**src/rtl/alu_op_sequencer.sv**
```systemverilog
// Bring-up driver for the 8-bit ALU: walks opcodes 0..OP_LAST on one operand pair,
// captures each result and checks it against a built-in golden model.
module alu_op_sequencer #(
    parameter int         SETTLE_CYCLES = 1,
    parameter logic [2:0] OP_LAST       = 3'b110
) (
    input  logic       clk,
    input  logic       rst,
    input  logic       start,
    input  logic [7:0] a_in,
    input  logic [7:0] b_in,
    output logic [7:0] alu_a,
    output logic [7:0] alu_b,
    output logic [2:0] alu_op,
    input  logic [7:0] alu_out,
    output logic       res_valid,
    output logic [2:0] res_op,
    output logic [7:0] res_data,
    output logic [7:0] res_expected,
    output logic       mismatch,
    output logic [3:0] err_count,
    output logic       busy,
    output logic       done
);

    typedef enum logic [1:0] {IDLE, DRIVE, REPORT, FINISH} state_t;

    localparam logic [3:0] SLAST = 4'(SETTLE_CYCLES - 1);

    state_t     state, state_nx;
    logic [3:0] cnt;
    logic [7:0] golden;
    logic       settled;

    assign settled = (cnt == SLAST);

    always_comb begin
        golden = 8'h00;
        unique case (alu_op)
            3'b000:  golden = ~alu_a;
            3'b001:  golden = alu_a | alu_b;
            3'b010:  golden = alu_a ^ alu_b;
            3'b011:  golden = alu_a & alu_b;
            3'b100:  golden = {4'b0, alu_a[3:0]} * {4'b0, alu_b[3:0]};
            3'b101:  golden = alu_a + alu_b;
            3'b110:  golden = alu_a - alu_b;
            default: golden = 8'h00;
        endcase
    end

    always_comb begin
        state_nx  = state;
        res_valid = 1'b0;
        busy      = 1'b0;
        done      = 1'b0;
        unique case (state)
            IDLE: begin
                if (start) state_nx = DRIVE;
            end
            DRIVE: begin
                busy = 1'b1;
                if (settled) state_nx = REPORT;
            end
            REPORT: begin
                busy      = 1'b1;
                res_valid = 1'b1;
                state_nx  = (alu_op == OP_LAST) ? FINISH : DRIVE;
            end
            FINISH: begin
                done     = 1'b1;
                state_nx = IDLE;
            end
            default: state_nx = IDLE;
        endcase
    end

    assign mismatch = res_valid && (res_data != res_expected);

    always_ff @(posedge clk) begin
        if (rst) state <= IDLE;
        else     state <= state_nx;
    end

    always_ff @(posedge clk) begin
        if (rst) begin
            alu_a        <= 8'h00;
            alu_b        <= 8'h00;
            alu_op       <= 3'b000;
            res_op       <= 3'b000;
            res_data     <= 8'h00;
            res_expected <= 8'h00;
            err_count    <= 4'd0;
            cnt          <= 4'd0;
        end else begin
            unique case (state)
                IDLE: begin
                    if (start) begin
                        alu_a     <= a_in;
                        alu_b     <= b_in;
                        alu_op    <= 3'b000;
                        err_count <= 4'd0;
                        cnt       <= 4'd0;
                    end
                end
                DRIVE: begin
                    if (settled) begin
                        res_data     <= alu_out;
                        res_expected <= golden;
                        res_op       <= alu_op;
                        cnt          <= 4'd0;
                    end else begin
                        cnt <= cnt + 4'd1;
                    end
                end
                REPORT: begin
                    if (mismatch && err_count != 4'd15)
                        err_count <= err_count + 4'd1;
                    if (alu_op != OP_LAST)
                        alu_op <= alu_op + 3'd1;
                end
                default: begin
                end
            endcase
        end
    end

endmodule

```
**config.mk**
```make
export PLATFORM = sky130hd
export DESIGN_NAME = alu_op_sequencer
export DESIGN_NICKNAME = d
export VERILOG_FILES = /design/src/rtl/alu_op_sequencer.sv
export SDC_FILE = /design/constraint.sdc
export NUM_CORES = 1
export LEC_CHECK = 0
export CAP_MARGIN = 5
export CORE_MARGIN = 8
export CORE_UTILIZATION = 50
export CTS_BUF_LIST = sky130_fd_sc_hd__clkbuf_16
export CTS_CLUSTER_SIZE = 40
export DETAILED_ROUTE_END_ITERATION = 8
export GPL_TIMING_DRIVEN = 0
export PLACE_DENSITY = 0.86
export SKIP_LAST_GASP = 1
export SYNTH_ARGS = -nofsm -noshare
export SYNTH_HDL_FRONTEND = slang
export SYNTH_SLANG_ARGS = --single-unit
```
**constraint.sdc**
```tcl
create_clock -name clk -period 6.3 [get_ports clk]
set_input_delay 1.89 -clock clk [delete_from_list [all_inputs] [get_ports clk]]
set_output_delay 1.89 -clock clk [all_outputs]
set_load 0.01 [all_outputs]
```
Word-level counts from Yosys, hierarchy flattened. Index checks and enable logic that the tools add are counted.

Input port bits: 27. Memory bits (read-only): 0. Memories kept: 0. Latch bits: 0. Output and inout bits: 46. Bits in writable memories: 0. Bits in registers: 48. Logic and storage cells: 65.

Reductions and logical operators: 14. $add $sub $neg: 5. Equal/unequal tests: 16. Muxes and demuxes: 16. $lt $le $gt $ge: 0. Multipliers: 1. Shift-type cells: 0. Bitwise gates (word level): 4. Div/mod/pow operators: 0.

Operators by type and width (count): 8-bit case mux with 7 select lines (1); 4-bit case mux with 2 select lines (2); 4-bit two-way mux (3); 3-bit == test, second input constant (3); 4-bit by 1-bit adder with 4-bit output, second input constant (2); 8-bit adder (1); 8-bit AND (1); 4-bit by 4-bit multiplier with 8-bit output (1); 2-bit != test, second input constant (4); 8-bit != test (1); 8-bit inverter (1); 8-bit OR (1); 2-bit case mux with 4 select lines (1); 2-bit AND reduction (4); 8-bit subtractor (1); 8-bit bitwise XOR (1); 3-bit by 2-bit == test with 1-bit output, second input constant (2); 2-bit two-way mux (3); 3-bit two-way mux (2); 3-bit case mux with 2 select lines (1); 3-bit AND reduction (2); 2-bit == test, second input constant (2); 4-bit logical NOT (1); 4-bit != test, second input constant (1); 10 further kinds (14).

Depth between registers and ports, before layout. Gate-level depths: netlist (run 1).

Word-level depth: 6. Depth in mapped cells: 12. Depth with buffers taken out: 12.

Worst setup path before layout (run 1). No wires, ideal clock.

Path type: flip-flop to flip-flop. From: register alu_a[1]. To: register res_expected[6]. Slack: 3.347 ns. Data arrival time: 2.879 ns. Path buffers: 0. Stages on the path, launching flop included: 12. Path through: dfxtp_1 -> nand2_1 -> fa_1 -> inv_1 -> fa_1 -> inv_1 -> fa_1 -> nor2b_1 -> o21a_1 -> nor3_1 -> o31a_1 -> a31oi_1.

Word-level cells in the longest chain between the ends: 2. Elaborated cells on any way between the ends: 4.

RTL lines: start: declaration (RTL line 12) `output logic [7:0] alu_a,`; start signal: assignment (RTL line 98) `alu_a <= a_in;`; 4-bit by 4-bit multiplier with 8-bit output (tied with other cells) (RTL line 44) `3'b100: golden = {4'b0, alu_a[3:0]} * {4'b0, alu_b[3:0]};`; 8-bit case mux with 7 select lines * (RTL line 39) `unique case (alu_op)`; end signal: assignment (RTL line 108) `res_expected <= golden;`; end: declaration (RTL line 19) `output logic [7:0] res_expected,`.

Mark *: on every way between the ends. The rest lies on a longest branch, timed or not. A chain may end at the register's enable or synchronous reset.

Worst setup path after layout (run 1).
From: register res_expected[4]. To: output mismatch.

Word-level cells in the longest chain between the ends: 2.

RTL lines: 8-bit != test (RTL line 77) `assign mismatch = res_valid && (res_data != res_expected);`; 1-bit logical AND (RTL line 77); end: declaration (RTL line 20) `output logic mismatch,`.

No other way between the ends.

==> results of run 1 <==
-- Yosys cell counts, drive strengths merged (2+ instances only) --
| cell type | count | area, um^2 |
|---|---|---|
| buf | 7 | 35.04 |
| nand2 | 87 | 329.1 |
| nand3 | 4 | 20.02 |
| a222oi | 5 | 50.05 |
| nor2b | 4 | 25.02 |
| a21boi | 2 | 15.02 |
| xor2 | 13 | 113.9 |
| a32oi | 2 | 17.52 |
| nor4b | 2 | 17.52 |
| dfxtp | 48 | 960.9 |
| xnor2 | 9 | 86.34 |
| a221oi | 3 | 26.28 |
| nor4 | 2 | 12.51 |
| and4 | 2 | 17.52 |
| inv | 40 | 150.1 |
| a21oi | 44 | 220.2 |
| fa | 5 | 100.1 |
| o21ai | 15 | 75.07 |
| o31ai | 3 | 22.52 |
| a211oi | 4 | 30.03 |
| mux2i | 6 | 60.06 |
| clkbuf | 12 | 45.04 |
| a31oi | 4 | 25.02 |
| nand2b | 5 | 31.28 |
| a31o | 3 | 26.28 |
| a21o | 3 | 22.52 |
| nand4 | 4 | 25.02 |
| nor2 | 28 | 105.1 |
| and2 | 4 | 25.02 |
| o211ai | 2 | 15.01 |
| o41ai | 3 | 45.05 |
| or3 | 3 | 18.77 |
| nor3 | 3 | 20.02 |
| ha | 49 | 613.1 |
| o21a | 6 | 45.04 |
-- sequential cells by signal, indices dropped and copies added, names as in the netlist --
name,flops
res_op,3
alu_a,8
res_data,8
res_expected,8
state,2
cnt,4
err_count,4
alu_op,3
alu_b,8
-- power by group through the flow --
| stage | clock network [uW] | registers [uW] | logic, uW |
|---|---|---|---|
| 6_report | 354 | 430 | 748 |
| 5_1_grt | 363 | 440 | 820 |
| 4_1_cts | 353 | 431 | 745 |
| 3_5_place_dp | 0 | 437 | 730 |
| 3_3_place_gp | 0 | 434 | 701 |
| 2_1_floorplan | 0 | 444 | 455 |
-- final cells by class --
type	count	area (um^2)
timing repair buffer	71	710.7
buffer	19	80.08
clock buffer	5	125.1
multi-input combinational	343	2385
clock inverter	3	68.82
tap	99	123.9
sequential	48	960.9
fill	612	2494
inverter	40	150.1
-- metrics by stage --
stage / setup slack, ns / util, % / hold WS [ns] / total power [uW] / instances
CTS: 2.393 / 64.87 / 0.4690 / 1529 / 628
global route: 2.315 / 64.87 / 0.4866 / 1623 / 628
detailed placement: 2.618 / 62.14 / 0.4595 / 1167 / 620
finish: 2.435 / 64.87 / 0.4677 / 1532 / 628
global placement: 2.733 / 62.14 / 0.4471 / 1136 / 620
floorplan: 3.347 / - / 0.4648 / 898.4 / 450
-- worst max-delay path by stage --
stage,startpoint,to,slack (ns)
finish,res_expected[4]$_SDFFE_PP0P_,mismatch,2.44
global route,res_expected[4]$_SDFFE_PP0P_,mismatch,2.32
CTS,res_expected[4]$_SDFFE_PP0P_,mismatch,2.39
detailed placement,start,err_count[0]$_SDFFE_PP0P_,2.62
global placement,res_expected[4]$_SDFFE_PP0P_,mismatch,2.73
floorplan,alu_a[1]$_SDFFE_PP0P_,res_expected[6]$_SDFFE_PP0P_,3.35
-- metal layers --
| layer | share of wire, % | track usage (%) | wire length, um |
|---|---|---|---|
| met5 | 0 | 0 | 0 |
| met2 | 48 | 35.74 | 5011 |
| met4 | 2.1 | 7.442 | 223 |
| met3 | 7.1 | 3.315 | 748 |
| met1 | 43 | 24.86 | 4498 |
-- kinds of logic (layout without fill, tap and decap cells) --
logic type	count (synthesis)	after routing	synth area share, %
buffers and inverters	59	138	6.438
AO/OA/AOI/OAI	108	108	20.22
adder cells (fa/ha/maj)	54	54	19.94
multiplexers	6	6	1.680
AND/OR/NAND/NOR	153	153	19.24
XOR/XNOR	22	22	5.599
flip-flops	48	48	26.87
-- cells in the final DEF, fill, tap and decap left out, drive strengths merged, types with 3 or more instances in the layout --
cell type | Yosys | routed
nor3 | 3 | 3
xnor2 | 9 | 9
and2 | 4 | 4
nand3 | 4 | 4
a222oi | 5 | 5
a21o | 3 | 3
buf | 7 | 7
nor2 | 28 | 28
o21ai | 15 | 15
a31oi | 4 | 4
fa | 5 | 5
o31ai | 3 | 3
a211oi | 4 | 4
nand2b | 5 | 5
or3 | 3 | 3
nor2b | 4 | 4
clkbuf | 12 | 17
ha | 49 | 49
a221oi | 3 | 3
clkdlybuf4s50 | 0 | 71
nand2 | 87 | 87
o21a | 6 | 6
xor2 | 13 | 13
a21oi | 44 | 44
o41ai | 3 | 3
mux2i | 6 | 6
dfxtp | 48 | 48
inv | 40 | 41
a31o | 3 | 3
nand4 | 4 | 4
-- critical path, stage by stage, from the launching register on --
cell and delay (ns):
sky130_fd_sc_hd__dfxtp_1 0.34, sky130_fd_sc_hd__xor2_1 0.17, sky130_fd_sc_hd__nor4_1 0.53, sky130_fd_sc_hd__a21oi_1 0.15, sky130_fd_sc_hd__clkdlybuf4s50_1 0.50
==> impl.org, run 1 <==
** Timing
- At the pin with the least slew margin, the transition time is 0.6135 ns.
- Setup repair after global routing left no endpoint under its margin.
- Total count of max-transition violations in the final report :: 0
- Setup tns final :: 0 ns
- Setup-failing EPs final :: 0
- Final worst path period share :: 61.34%
- Layout Skew :: 0.003544 ns
- Achievable clock frequency :: 258.8 MHz
- Subtracting the final worst setup slack from the clock period gives 3.865 ns.
- Endpoints failing hold :: 0
- The worst pin sits at a relative slew slack of 59.10%.

** Power
- Leak Pwr :: 0.001927 uW
- The share of total power dissipated in the clock network is 23.1%.
- Net switching is 39.43% of the power.
- Switching Power :: 604.1 uW
- Share of power burned in registers :: 28.1%
- Power density over the cells :: 332.8 nW/um^2
- Combinational share of power :: 48.8%
- Maximum VDD drop :: 155.5 uV
- Internal power contribution :: 928.0 uW

** Global routing
- Total routing usage reported by global routing :: 20.57%
- The first global-routing pass estimated 16730 um of wire.
- After global routing the overflow that remains totals 0.
- Entering global routing, the biggest net connects 17 pins.
- Antenna violations before repair :: 0
- The number of global-route vias before repair came to 3470.

** Setup path
- Start-to-end type of the worst setup path :: reg2out
- STA puts the critical path data arrival time at 1.97 ns.
- Worst-path fanout max :: 3
- For the worst flop-to-flop path, the logic depth is 10.
- The startpoint identified for the worst register-to-register timing path is alu_b[3]$_SDFFE_PP0P_.
- Sort of element at the start of the critical path :: flip-flop
- Setup slack of the most critical reg-to-reg path :: 2.95 ns
- The worst register-to-register path ends at res_expected[5]$_SDFFE_PP0P_.
- The worst setup path is captured at a primary output.
- Required time of the worst setup path :: 4.41 ns

** Route
- The final route contains 3546 vias.
- After detailed routing, the average wire length per cell comes to 16.69 um.
- Sum of routed wire length over all layers :: 10480 um
- Dividing the detail-routed via count by the number of cells gives 5.646.
- After detailed routing, the number of remaining DRC violations is 0.
- Starting DRT DRC Count :: 264
- The count of nets left with antenna violations once routing finished came out at 0.
- The first TritonRoute pass finished after 6 iterations.

** Layout
- Of the cells placed in the final design, the portion with a size suffix greater than 1 is 4.348%.
- Synth-to-layout area growth :: 28.76%
- Fin nets :: 609
- The number of antenna diodes in the final layout is 0.
- Finished layout cell area :: 4604 um^2

** Floorplanning
- Initial core utilization :: 50.38%
- Standard cell core area :: 7098 um^2
- For this design the top-level I/O count stands at 73.
- The floorplan step defined a die boundary enclosing 10110 um^2.
- The die is 100.6 um tall.
- Count of standard-cell rows :: 31
- Floorplan die width :: 100.6 um

** Clocking
- Buffers inserted during clock tree synthesis total 5.
- Maximum number of buffers from clock root to sink :: 2
- Clock latency on the worst-skew pair, taken at its later pin, is 0.29 ns.
- Total number of clock tree sinks :: 48
- Once the clock tree was built, the setup fixing pass inserted 0 buffers.
- CTS tree :: yes
- CTS placed an instance of sky130_fd_sc_hd__clkbuf_16 at the clock tree root.
- CTS H-Tree Depth :: 2
- Register clock-pin slew on the reported worst setup and hold paths :: 0.07 ns
- Buffers inserted to repair hold after CTS numbered 0.
- Once the clock tree was built, the resizer swapped 0 gates to a different size.

** Synth
- For this run, the number of Yosys warnings is 0.
- Count of distinct cell types in the synthesized netlist :: 57
- After synthesis, flip-flops and latches occupy 26.87% of the total area.
- Seq cells post-synth :: 48
- Among all flip-flop cells after synthesis, the most frequent one is sky130_fd_sc_hd__dfxtp_1.
- Post-Synthesis Cells :: 450
- Share of async-settable or async-resettable flops after synthesis :: 0%
- Post-synth EDFFs :: 0
- Counting every net in the synthesized netlist gives 531.
- Dividing the synthesized area by the synthesized cell count gives 7.947 um^2.
- The synthesized netlist occupies a cell area of 3576 um^2.

** Hold path
- The worst hold path terminates at res_op[0]$_SDFFE_PP0P_.
- The worst hold path was traced through 2 stages.
- Worst hold start :: res_op[0]$_SDFFE_PP0P_
- The worst hold path belongs to the class reg2reg.

** Placed design
- Port bufs :: 71
- Cell area reported after detailed placement :: 4410 um^2
- Once detailed placement completed, the half-perimeter wirelength came to 8108 um.
- Gp weighted congestion :: 0.8930

** Run
- Max-cap check violation count :: 0

** Status
- Result of the run :: completed
Note: power is estimated with default switching activity, not from simulation.
==> run 2, diff against run 1 <==
--- a/config.mk
+++ b/config.mk
@@ -7,12 +7,12 @@
 export LEC_CHECK = 0
 export CAP_MARGIN = 5
 export CORE_MARGIN = 8
-export CORE_UTILIZATION = 50
+export CORE_UTILIZATION = 47
 export CTS_BUF_LIST = sky130_fd_sc_hd__clkbuf_16
 export CTS_CLUSTER_SIZE = 40
 export DETAILED_ROUTE_END_ITERATION = 8
 export GPL_TIMING_DRIVEN = 0
-export PLACE_DENSITY = 0.86
+export PLACE_DENSITY = 0.85
 export SKIP_LAST_GASP = 1
 export SYNTH_ARGS = -nofsm -noshare
 export SYNTH_HDL_FRONTEND = slang
==> constraint.sdc (replaced) <==
create_clock -name clk -period 3.1 [get_ports clk]
set_input_delay 0.93 -clock clk [delete_from_list [all_inputs] [get_ports clk]]
set_output_delay 0.93 -clock clk [all_outputs]
set_load 0.01 [all_outputs]
==> run 2 against run 1 <==
  * Clock-buffer cell count unchanged
  * Total power increased by 110%
  * Non-clock buffer count increased by 4
  * Cell count increased by 1.1%
  * Critical endpoint is now res_expected[5]$_SDFFE_PP0P_
  * Critical path depth increased by 6
  * Die area increased by 5.3%
  * Routed wire length increased by 4.2%
  * First-iteration DRC count increased by 17%
  * Worst setup slack got worse by 2.4 ns
  * Highest routed layer unchanged
  * Utilization decreased by 2.7 points
  * Sequential share of layout area decreased by 0.12 points
  * Global-route usage increased by 0.12 points
==> impl.org, run 2 (same netlist as run 1, synthesis figures left out) <==
** Route
- The per-cell routed wire length is 17.20 um (was 16.69 um).
- The wire length after detailed routing came to 10920 um (was 10480 um).
- Starting DRT DRC Count :: 308 (was 264)
- The total met2 wirelength after detailed routing was 5240 um (was 5011 um).
- The final antenna-violating net count was 0 (unchanged).
- Post-Route M1 WL :: 4508 um (was 4498 um)
- Routed via count :: 3600 (was 3546)
- Count of unresolved DRC violations after routing :: 0 (unchanged)
- The wire length on met3 was 820 um (was 748 um).
- The number of iterations in the first detailed-routing pass came to 5 (was 6).
- Vias per cell :: 5.669 (was 5.646)
- Top routing layer in use :: met4 (unchanged)

** Clocking
- The cell at the root of the clock tree is sky130_fd_sc_hd__clkbuf_16 (unchanged).
- The CTS buffer count was 5 (unchanged).
- Quantity of hold-fixing buffers added after cts :: 0 (unchanged)
- Register clock-pin slew on the reported worst setup and hold paths :: 0.07 ns (about the same)
- Clock latency on the worst-skew pair :: 0.30 ns (was 0.29 ns)
- The maximum root-to-sink buffer count was 2 (unchanged).
- CTS tree :: yes (unchanged)
- Total number of clock tree sinks :: 48 (unchanged)
- The deepest level of the CTS H-tree is 2 (unchanged).

** Timing
- The transition time at the pin with the least slew margin came to 0.6521 ns (was 0.6135 ns).
- The setup clock skew after layout came to 0.008198 ns (was 0.003544 ns).
- The final setup violation count came to 0 (unchanged).
- The clock period could shrink to 3.054 ns.
- Relative max-transition margin :: 56.53% (was 59.10%)
- Achievable clock frequency :: 327.4 MHz
- Setup tns final :: 0 ns (unchanged)
- In the finished design, the share of the clock period the worst path needs comes to 98.52%.
- Endpoints failing hold :: 0 (unchanged)
- Total count of max-transition violations in the final report :: 0 (unchanged)
- RSZ-0062 raised after global routing: yes (was no).

** Placed design
- Gp weighted congestion :: 0.9219 (was 0.8930)
- Cell area reported after detailed placement :: 4414 um^2 (was 4410 um^2)
- Hpwl dp :: 8315 um (was 8108 um)
- Port bufs :: 71 (unchanged)

** Setup path
- The worst reg2reg path startpoint was alu_b[3]$_SDFFE_PP0P_ (unchanged).
- Buf/Inv on CP :: 1 (unchanged)
- The path type of the worst setup path was reg2reg (was reg2out).
- The type of element capturing the critical path was a flip-flop (was primary output).
- The logic depth of the worst register-to-register path is 10 (unchanged).
- The setup slack on the worst flop-to-flop path was 0.05 ns (was 2.95 ns).
- Crit Reg-Reg Endpoint :: res_expected[5]$_SDFFE_PP0P_ (unchanged)
- The maximum net fanout on the critical path is 6 (was 3).
- The slowest cell on the critical path is sky130_fd_sc_hd__fa_1 (was sky130_fd_sc_hd__nor4_1).
- Critical path launch point :: alu_b[3]$_SDFFE_PP0P_ (was res_expected[4]$_SDFFE_PP0P_)
- The data required time of the worst path is 3.26 ns (was 4.41 ns).
- Sort of element at the start of the critical path :: flip-flop (unchanged)
- Longest individual stage delay on the worst path :: 0.54 ns (was 0.53 ns)
- Top Family by Delay on Critical Path :: adder cells (was simple AND/OR/NAND/NOR gates)
- The cell that appears most often on the critical path is sky130_fd_sc_hd__fa_1.
- Crit path DAT :: 3.21 ns (was 1.97 ns)
- Critical-path cell list :: nand2_1 -> fa_1 -> inv_1 -> fa_1 -> ha_1 -> a21o_1 -> a211oi_2 -> o211ai_1 -> o31ai_2 -> a21oi_1 (was xor2_1 -> nor4_1 -> a21oi_1 -> clkdlybuf4s50_1)

** Floorplanning
- The area of the core is 7567 um^2 (was 7098 um^2).
- Count of standard-cell rows :: 32 (was 31)
- Overall die area :: 10660 um^2 (was 10110 um^2)
- The die width came to 103.2 um (was 100.6 um).
- # IOs :: 73 (unchanged)
- The starting density of the core came to 47.26% (was 50.38%).
- Overall die height :: 103.2 um (was 100.6 um)

** Power
- Overall power :: 3191 uW (was 1532 uW)
- The power density over cell area was 678.3 nW/um^2 (was 332.8 nW/um^2).
- The reported leakage power was 0.001972 uW (was 0.001927 uW).
- Maximum VDD drop :: 388.8 uV (was 155.5 uV)

** Global routing
- Antenna violations before repair :: 0 (unchanged)
- The all-layer global routing usage came to 20.69% (was 20.57%).
- Number of global-route vias before repair :: 3548 (was 3470)
- The total overflow reported by the global router is 0 (unchanged).
- The global-route wire length before repair came to 17440 um (was 16730 um).
- Largest net degree at the start of global routing :: 17 (unchanged)

** Layout
- # fillers :: 633 (was 612)
- The commonest non-fill, non-tap cell in the layout was sky130_fd_sc_hd__nand2_1 (unchanged).
- Fin nets :: 613 (was 609)
- The fraction of final layout cells with drive strength greater than 1 is 8.443% (was 4.348%).
- The utilization after layout is 62.17% (was 64.87%).
- Top library cells by usage in the layout, fill and taps aside: sky130_fd_sc_hd__nand2_1 (86), sky130_fd_sc_hd__clkdlybuf4s50_1 (71), sky130_fd_sc_hd__ha_1 (48) (was sky130_fd_sc_hd__nand2_1 (86), sky130_fd_sc_hd__clkdlybuf4s50_1 (71), sky130_fd_sc_hd__ha_1 (49)).
- Synth-to-layout area growth :: 31.56% (was 28.76%)
- The final instance area came to 4705 um^2 (was 4604 um^2).
- Number of antenna repair diodes :: 0 (unchanged)

** Run
- The max-cap violation count is 0 (unchanged).

** Hold path
- The cell depth of the worst min-delay path was 2 (unchanged).
- Worst hold start :: res_op[1]$_SDFFE_PP0P_ (was res_op[0]$_SDFFE_PP0P_)
- Hold Path End :: res_op[1]$_SDFFE_PP0P_ (was res_op[0]$_SDFFE_PP0P_)
- The worst min-delay path category is reg2reg (unchanged).

** Status
- Result of the run: completed (unchanged).
[run 2: cell count changes in the layout (fill, tap and decap cells not counted), sizes merged]
cell,before,now
buf,7,11
[run 2: how the worst max path moves through the flow]
stage	endpoint	slack [ns]	cells past startpoint
2_1_floorplan	res_expected[6]$_SDFFE_PP0P_	0.15	11
3_3_place_gp	res_expected[5]$_SDFFE_PP0P_	-0.16	10
3_5_place_dp	res_expected[5]$_SDFFE_PP0P_	-0.19	10
4_1_cts	res_expected[4]$_SDFFE_PP0P_	0.0004	10
5_1_grt	res_expected[5]$_SDFFE_PP0P_	-0.04	10
6_report	res_expected[5]$_SDFFE_PP0P_	0.05	10
[run 2: timing repair]
item | 4_1_cts | 5_1_grt
setup buffers | 0 | 4
pin swaps | 0 | 3
gates resized for setup | 11 | 11
endpoints found under the setup margin | 5 | 5
[run 2: metal layers]
layer | vias to the layer above | global-route usage, %
met5 | - | 0
met4 | 0 | 8.454
met3 | 38 | 3.815
met2 | 172 | 35.38
met1 | 1671 | 24.93
li1 | 1719 | -
[run 2: area by class of cell]
| type | instances | area, um^2 | share of cell area (%) |
|---|---|---|---|
| Sequential cell | 48 | 975.9 | 20.74 |
| Clock buffer | 5 | 125.1 | 2.660 |
| Timing Repair Buffer | 75 | 740.7 | 15.74 |
| Buffer | 19 | 82.58 | 1.755 |
| Tap cell | 102 | 127.6 | 2.713 |
| Multi-Input combinational cell | 343 | 2434 | 51.73 |
| Inverter | 40 | 150.1 | 3.191 |
| Clock inverter | 3 | 68.82 | 1.463 |
[run 2: stage by stage]
stage               hold WS [ns]  std cells  setup WS, ns
floorplan                 0.4648        450        0.1471
global placement          0.4469        623       -0.1627
detailed placement        0.4586        623       -0.1895
CTS                       0.4680        631     0.0003846
global route              0.4989        635      -0.03546
finish                    0.4661        635       0.04576
[run 2: tightest hold or removal path: stages (launching register included)]
cell and delay, ns:
sky130_fd_sc_hd__dfxtp_1 0.31, sky130_fd_sc_hd__nand2_1 0.06, sky130_fd_sc_hd__a21oi_1 0.05
[run 2: power breakdown]
part	switching [uW]	internal (uW)	leakage [uW]	total, uW
clock	261	466	0.0000944	727
sequential	145	737	0.000395	882
combinational	871	711	0.00148	1580
total	1280	1910	0.00197	3190
==> run 3, diff against run 2 <==
--- a/config.mk
+++ b/config.mk
@@ -11,6 +11,7 @@
 export CTS_BUF_LIST = sky130_fd_sc_hd__clkbuf_16
 export CTS_CLUSTER_SIZE = 40
 export DETAILED_ROUTE_END_ITERATION = 8
+export GPL_ROUTABILITY_DRIVEN = 1
 export GPL_TIMING_DRIVEN = 0
 export PLACE_DENSITY = 0.85
 export SKIP_LAST_GASP = 1
==> results of run 3 <==
The final DEF is identical to that of run 2; final timing and power are the same.
